[src/rtl/cache_pkg.sv]
// Shared types and default geometry for the direct-mapped write-through cache controller.
package cache_pkg;

    localparam int unsigned CACHE_TAG_W     = 3;
    localparam int unsigned CACHE_INDEX_W   = 5;
    localparam int unsigned CACHE_OFFSET_W  = 2;
    localparam int unsigned WORDS_PER_BLOCK = 4;

    typedef logic [2:0] state_t;

    localparam state_t ST_IDLE      = 3'd0;
    localparam state_t ST_COMPARE   = 3'd1;
    localparam state_t ST_REFILL    = 3'd2;
    localparam state_t ST_WRITE_MEM = 3'd3;
    localparam state_t ST_RESPOND   = 3'd4;

endpackage

[src/rtl/cache_ctrl_fsm.sv]
// Control FSM for a direct-mapped, write-through, write-no-allocate data cache:
// tag compare, block refill and write-through sequencing over a ready handshake.
module cache_ctrl_fsm
    import cache_pkg::*;
#(
    parameter int unsigned TAG_W    = CACHE_TAG_W,
    parameter int unsigned INDEX_W  = CACHE_INDEX_W,
    parameter int unsigned OFFSET_W = CACHE_OFFSET_W
) (
    input  logic                              clk,
    input  logic                              rst_n,
    input  logic                              i_mem_read,
    input  logic                              i_mem_write,
    input  logic [TAG_W+INDEX_W+OFFSET_W-1:0] i_address,
    input  logic [TAG_W-1:0]                  i_tag_in,
    input  logic                              i_valid_in,
    input  logic                              i_mem_ready,
    output logic [INDEX_W-1:0]                o_sel_index,
    output logic [OFFSET_W-1:0]               o_word_sel,
    output logic                              o_stall,
    output logic                              o_done,
    output logic                              o_hit,
    output logic                              o_cache_we,
    output logic                              o_refill_we,
    output logic                              o_tag_we,
    output logic                              o_mem_rd,
    output logic                              o_mem_wr
);

    localparam int unsigned ADDR_W = TAG_W + INDEX_W + OFFSET_W;
    localparam logic [OFFSET_W-1:0] LAST_WORD = OFFSET_W'(WORDS_PER_BLOCK - 1);

    state_t              r_state,    w_state_nxt;
    logic [ADDR_W-1:0]   r_addr,     w_addr_nxt;
    logic                r_is_write, w_is_write_nxt;
    logic                r_hit_flag, w_hit_flag_nxt;
    logic [OFFSET_W-1:0] r_cnt,      w_cnt_nxt;

    logic [TAG_W-1:0]    w_req_tag;
    logic [INDEX_W-1:0]  w_req_index;
    logic [OFFSET_W-1:0] w_req_offset;
    logic                w_hit_c;

    assign w_req_tag    = r_addr[ADDR_W-1 -: TAG_W];
    assign w_req_index  = r_addr[OFFSET_W +: INDEX_W];
    assign w_req_offset = r_addr[OFFSET_W-1:0];
    assign w_hit_c      = i_valid_in && (i_tag_in == w_req_tag);

    // State and request registers; reset abandons any partial refill
    always_ff @(posedge clk or negedge rst_n) begin
        if (!rst_n) begin
            r_state    <= ST_IDLE;
            r_addr     <= '0;
            r_is_write <= 1'b0;
            r_hit_flag <= 1'b0;
            r_cnt      <= '0;
        end else begin
            r_state    <= w_state_nxt;
            r_addr     <= w_addr_nxt;
            r_is_write <= w_is_write_nxt;
            r_hit_flag <= w_hit_flag_nxt;
            r_cnt      <= w_cnt_nxt;
        end
    end

    always_comb begin
        w_state_nxt    = r_state;
        w_addr_nxt     = r_addr;
        w_is_write_nxt = r_is_write;
        w_hit_flag_nxt = r_hit_flag;
        w_cnt_nxt      = r_cnt;
        o_sel_index    = '0;
        o_word_sel     = '0;
        o_stall        = 1'b0;
        o_done         = 1'b0;
        o_hit          = 1'b0;
        o_cache_we     = 1'b0;
        o_refill_we    = 1'b0;
        o_tag_we       = 1'b0;
        o_mem_rd       = 1'b0;
        o_mem_wr       = 1'b0;

        if (r_state != ST_IDLE) begin
            o_stall     = 1'b1;
            o_sel_index = w_req_index;
            o_word_sel  = w_req_offset;
        end

        case (r_state)
            ST_IDLE: begin
                if (i_mem_write || i_mem_read) begin
                    w_addr_nxt     = i_address;
                    w_is_write_nxt = i_mem_write;
                    w_state_nxt    = ST_COMPARE;
                end
            end
            ST_COMPARE: begin
                if (r_is_write) begin
                    // Write-no-allocate: only update the data array on a hit
                    o_cache_we     = w_hit_c;
                    w_hit_flag_nxt = w_hit_c;
                    w_state_nxt    = ST_WRITE_MEM;
                end else if (w_hit_c) begin
                    w_hit_flag_nxt = 1'b1;
                    w_state_nxt    = ST_RESPOND;
                end else begin
                    w_hit_flag_nxt = 1'b0;
                    w_cnt_nxt      = '0;
                    w_state_nxt    = ST_REFILL;
                end
            end
            ST_REFILL: begin
                o_mem_rd   = 1'b1;
                o_word_sel = r_cnt;
                if (i_mem_ready) begin
                    o_refill_we = 1'b1;
                    w_cnt_nxt   = r_cnt + OFFSET_W'(1);
                    if (r_cnt == LAST_WORD) begin
                        o_tag_we    = 1'b1;
                        w_state_nxt = ST_RESPOND;
                    end
                end
            end
            ST_WRITE_MEM: begin
                o_mem_wr = 1'b1;
                if (i_mem_ready) begin
                    w_state_nxt = ST_RESPOND;
                end
            end
            ST_RESPOND: begin
                o_done      = 1'b1;
                o_hit       = r_hit_flag;
                w_state_nxt = ST_IDLE;
            end
            default: begin
                w_state_nxt = ST_IDLE;
            end
        endcase
    end

endmodule
[config.mk]
export PLATFORM = sky130hd
export DESIGN_NAME = cache_ctrl_fsm
export DESIGN_NICKNAME = d
export VERILOG_FILES = /design/src/rtl/cache_pkg.sv /design/src/rtl/cache_ctrl_fsm.sv
export SDC_FILE = /design/constraint.sdc
export NUM_CORES = 1
export LEC_CHECK = 0
export CAP_MARGIN = 30
export CORE_MARGIN = 8
export CORE_UTILIZATION = 47
export DETAILED_ROUTE_END_ITERATION = 8
export PLACE_DENSITY = 0.89
export SLEW_MARGIN = 30
export SYNTH_ARGS = -nofsm -noshare
export SYNTH_HDL_FRONTEND = slang
export SYNTH_SLANG_ARGS = --single-unit
[constraint.sdc]
create_clock -name clk -period 2.9 [get_ports clk]
set_clock_uncertainty 0.1 [all_clocks]
set_input_delay 0.435 -clock clk [delete_from_list [all_inputs] [get_ports clk]]
set_output_delay 0.435 -clock clk [all_outputs]
set_load 0.03 [all_outputs]
After elaboration in Yosys (flattened, before gate mapping)
Cells that the tools add are included.
Widths: inputs -> output; s select.
Word-level totals
  register bits after elaboration: 17
  output and inout port bits: 15
Cells by class
  $add $sub $neg: 1
  eq/ne operators: 12
  multiplexer cells: 28
  reductions and logical operators: 8
Operators by type and width (number)
  $mux 3: 6
  $mux 1: 14
  $ne 2x2->1 const B: 6
  $pmux 3 s4: 1
  $mux 2: 5
  $reduce_and 4->1: 2
  $eq 3x2->1 const B: 2
  $mux 5: 1
  $pmux 2 s2: 1
  $eq 3x1->1 const B: 1
  $eq 3x3->1: 1
  $eq 3x3->1 const B: 1
  $logic_not 3->1: 1
  $reduce_bool 3->1: 1
  $add 2x1->2 const B: 1
  $eq 2x2->1 const B: 1
  $reduce_and 2->1: 1
  $reduce_bool 2->1: 1
  $logic_and 1x1->1: 1
  $logic_or 1x1->1: 1

Depth between registers and ports, before layout
  word-level depth: 5
  gate-level depth with buffers: 7
  mapped depth without buffers: 6

Worst setup path after synthesis
Ideal clock, no wire load.
  kind: register to output
  start: register r_state[0]
  end: output o_tag_we
  arrival: 1401 ps
  slack: 964 ps
  cell stages (with the launch flop): 6
  path buffers: 1
  cell sequence: dfrtp_1 -> buf_6 -> nor2_1 -> nand2_1 -> inv_1 -> and3_1
Between the ends
  word-level cells in the longest chain between the ends: 2
RTL lines
  from (decl): RTL line cache_ctrl_fsm.sv:33  | state_t r_state, w_state_nxt;
  from (signal assigned): RTL line cache_ctrl_fsm.sv:58  | r_state <= w_state_nxt;
  $eq 3x2->1: RTL line cache_ctrl_fsm.sv:89  | case (r_state)
  $mux 1: RTL line cache_ctrl_fsm.sv:89
  to (decl): RTL line cache_ctrl_fsm.sv:25  | output logic o_tag_we,
No other way between the ends.

Worst setup path in the final report
  start: register r_state[0]
  end: output o_cache_we
Between the ends
  word-level cells in the longest chain between the ends: 2
RTL lines
  $eq 3x1->1: RTL line cache_ctrl_fsm.sv:89
  $mux 1: RTL line cache_ctrl_fsm.sv:89
  to (decl): RTL line cache_ctrl_fsm.sv:23  | output logic o_cache_we,
No other way between the ends.

==> metrics.txt <==
initial DRC count 20; footprint of the multi-input gates between 400 and 500 um^2; # clock sinks 17; postcts setup bufs 0; Worst-Margin Slew between 0.7 and 0.8 ns; Hold Buf Count CTS 0; P per Cell Area 1150 nW/um^2; initial antenna violation count 0; HP Start r_addr[3]; RSZ-0062 raised after global routing false; Die Footprint 3730 um^2; FF-to-FF path depth 4; largest net degree at the start of global routing 18; Core Footprint 1940 um^2; FP Rows 16; Worst Path Required about 2.4 ns; mux cell area share after synthesis between 10% and 20%; Mapped Area between 900 and 1000 um^2; number of fill cells in the layout 153; Total Power around 1.5 mW; worst-skew pair later-pin latency 0.28 ns; Final TNS setup 0 ns; Top-Level Pins 34; root buffer cell clkbuf_4; final hold violation count 0; vias in the first global route about 800; area fraction in compound gates after synthesis 8.51%; Chip Height 61.1 um; Yosys reg bits 17; Area contributors post-synth dfrtp_1, mux2_2, nor2_8; CP max stage cell clkdlybuf4s50_1; number of port buffers 33; post-CTS resize count 0; post-route antenna net violation count 0; Global Route Usage Sum ~13%; slew margin rel. 48.8%; syn_area_per_cell 11.7 um^2; CTS tree yes; HPWL after DPL around 1800 um; vias 742; Final Max Tran Viols 0; drt first pass iters 4; most common cell after layout, fill and taps aside clkdlybuf4s50_1; Tcrit/Tclk final 90.6%; cell breakdown of the critical path nor3b_2 > nand2_1 > nor2_1 > clkdlybuf4s50_1; hold path depth 1; dpl cell area 1310 um^2; top-area cell type share of the netlist area 44.5%; initial cell density of the core 49.2%; Post-Syn Nets 102; Crit Reg-Reg Endpoint r_addr[5]; Post-Synth Adder-Cell Area 1.31%; H-tree depth 1; Max clock buf depth 2; most frequent cells in the layout clkdlybuf4s50_1, dfrtp_1, mux2_2; CTS clk-pin slew, worst paths 0.09 ns; Startpoint Class flop; total gr overflow 0; Sequential cell area 425 um^2; sequential-to-total area share from yosys stat 44.5%; Final setup violation count 0; Yosys warnings 0; CP peak stage delay between 0.6 and 0.7 ns; maximum vdd ir drop 753 uV; via/cell ratio about 5.1; largest delay contributor family on the critical path buffers and inverters; Die X-Extent 61.1 um; xor and xnor area share after synthesis 3.66%; CP Max Fanout 12; status complete, no violations; Crit Reg-Reg Startpoint r_state[0]; diodes inserted 0; Post-Synthesis Cells 82; DRT Wirelength 2140 um; leakage ~0.56 nW; drt wl/cell 14.8 um; cell taking the most area after synthesis dfrtp_1; fin nets 139; Netlist cell types 31; GPL Wtd Cong 0.747; global-route wire length before repair 3560 um; post-layout min period 2.63 ns; DRC viols 0; hold endpoint r_addr[3]; largest family of logic cells by synthesized area simple AND/OR/NAND/NOR gates; P&R area growth vs syn 39.3%; Crit Path Class flop to output pin; Hold/Removal Path Class flop to flop; CTS Buf Count 3; Synth Area in Simple Gates 23.7%; endpoint type of the worst setup path output pin; Max Fclk 381 MHz; share of layout cells above drive strength 1 a little under a quarter; Arr. time, crit path approximately 2.1 ns; max_cap viols 0; Buf/Inv on CP 1; Hold WS 0.413 ns; reg2reg setup slack ~1.2 ns; Final Cell Area 1330 um^2
-- worst max-delay path by stage --
stage	from	endpoint	slack (ns)	cells past startpoint
floorplan	r_state[0]	o_tag_we	0.96	5
global placement	i_tag_in[0]	o_cache_we	0.36	5
detailed placement	i_tag_in[0]	o_cache_we	0.30	5
CTS	r_state[0]	o_cache_we	0.27	4
global route	r_state[0]	o_cache_we	0.15	4
finish	r_state[0]	o_cache_we	0.27	4
-- kinds of logic (layout without fill, tap and decap cells) --
group / after synthesis / after routing
adder cells (fa/ha/maj): 1 / 1
XOR/XNOR: 4 / 4
AND/OR/NAND/NOR: 32 / 32
multiplexers: 12 / 12
buffers and inverters: 6 / 42
AO/OA/AOI/OAI: 10 / 10
flip-flops: 17 / 17
-- worst reg2reg max path: stages (launching register included) --
cell and delay (ns):
dfrtp_1 0.53, nor3_4 0.28, inv_2 0.15, nor2_8 0.22
mux2_2 0.36
-- cells in the mapped netlist --
| cell | n |
|---|---|
| nor2_1 | 3 |
| dfrtp_1 | 17 |
| nor3_1 | 2 |
| buf_6 | 2 |
| o21a_1 | 1 |
| and2_4 | 1 |
| mux2_2 | 10 |
| nand4_1 | 1 |
| a31o_2 | 1 |
| a32oi_1 | 1 |
| nand2_1 | 7 |
| and3_1 | 2 |
| mux2i_1 | 1 |
| nor3b_2 | 2 |
| a22o_1 | 1 |
| nor2_8 | 2 |
| nand3_1 | 3 |
| and2_1 | 5 |
| and3_2 | 1 |
| o21ai_0 | 3 |
| inv_2 | 1 |
| xnor2_1 | 4 |
| a31oi_1 | 1 |
| o311a_2 | 1 |
| inv_1 | 3 |
| or2_4 | 1 |
| ha_1 | 1 |
| a221oi_2 | 1 |
| nor3b_1 | 1 |
| mux2_4 | 1 |
| nor3_4 | 1 |
-- state kept, by name, summed over array words and instances (netlist names) --
register,cells
r_addr,10
r_cnt,2
r_state,3
r_is_write,1
r_hit_flag,1
-- power breakdown --
part | internal (mW) | switching (mW) | leakage [nW]
combinational | 0.469 | 0.459 | 0.345
sequential | 0.357 | 0.129 | 0.204
clock | 0.0533 | 0.0668 | 0.0150
total | 0.880 | 0.655 | 0.564
-- area by class of cell --
class / count / area share [%]
multi-input combinational: 59 / 37.0
inverter: 4 / 1.13
sequential: 17 / 32.0
tap: 27 / 2.54
clock buffer: 4 / 1.97
timing repair buffer: 34 / 25.4
-- metrics by stage --
stage	std cells	util (%)	worst slack, ns
final	145	68.6	0.272
after global routing	145	68.6	0.152
after CTS	145	68.6	0.267
after detailed placement	141	67.2	0.301
after global placement	141	67.2	0.364
after floorplan	82	-	0.964
-- layer usage --
layer	global-route usage [%]	vias to the layer above	routed length [um]
met5	0	-	0
li1	-	361	-
met1	15.0	348	982
met3	3.55	2	155
met2	20.6	31	995
met4	4.98	0	10
Note: power is estimated with default switching activity, not from simulation.
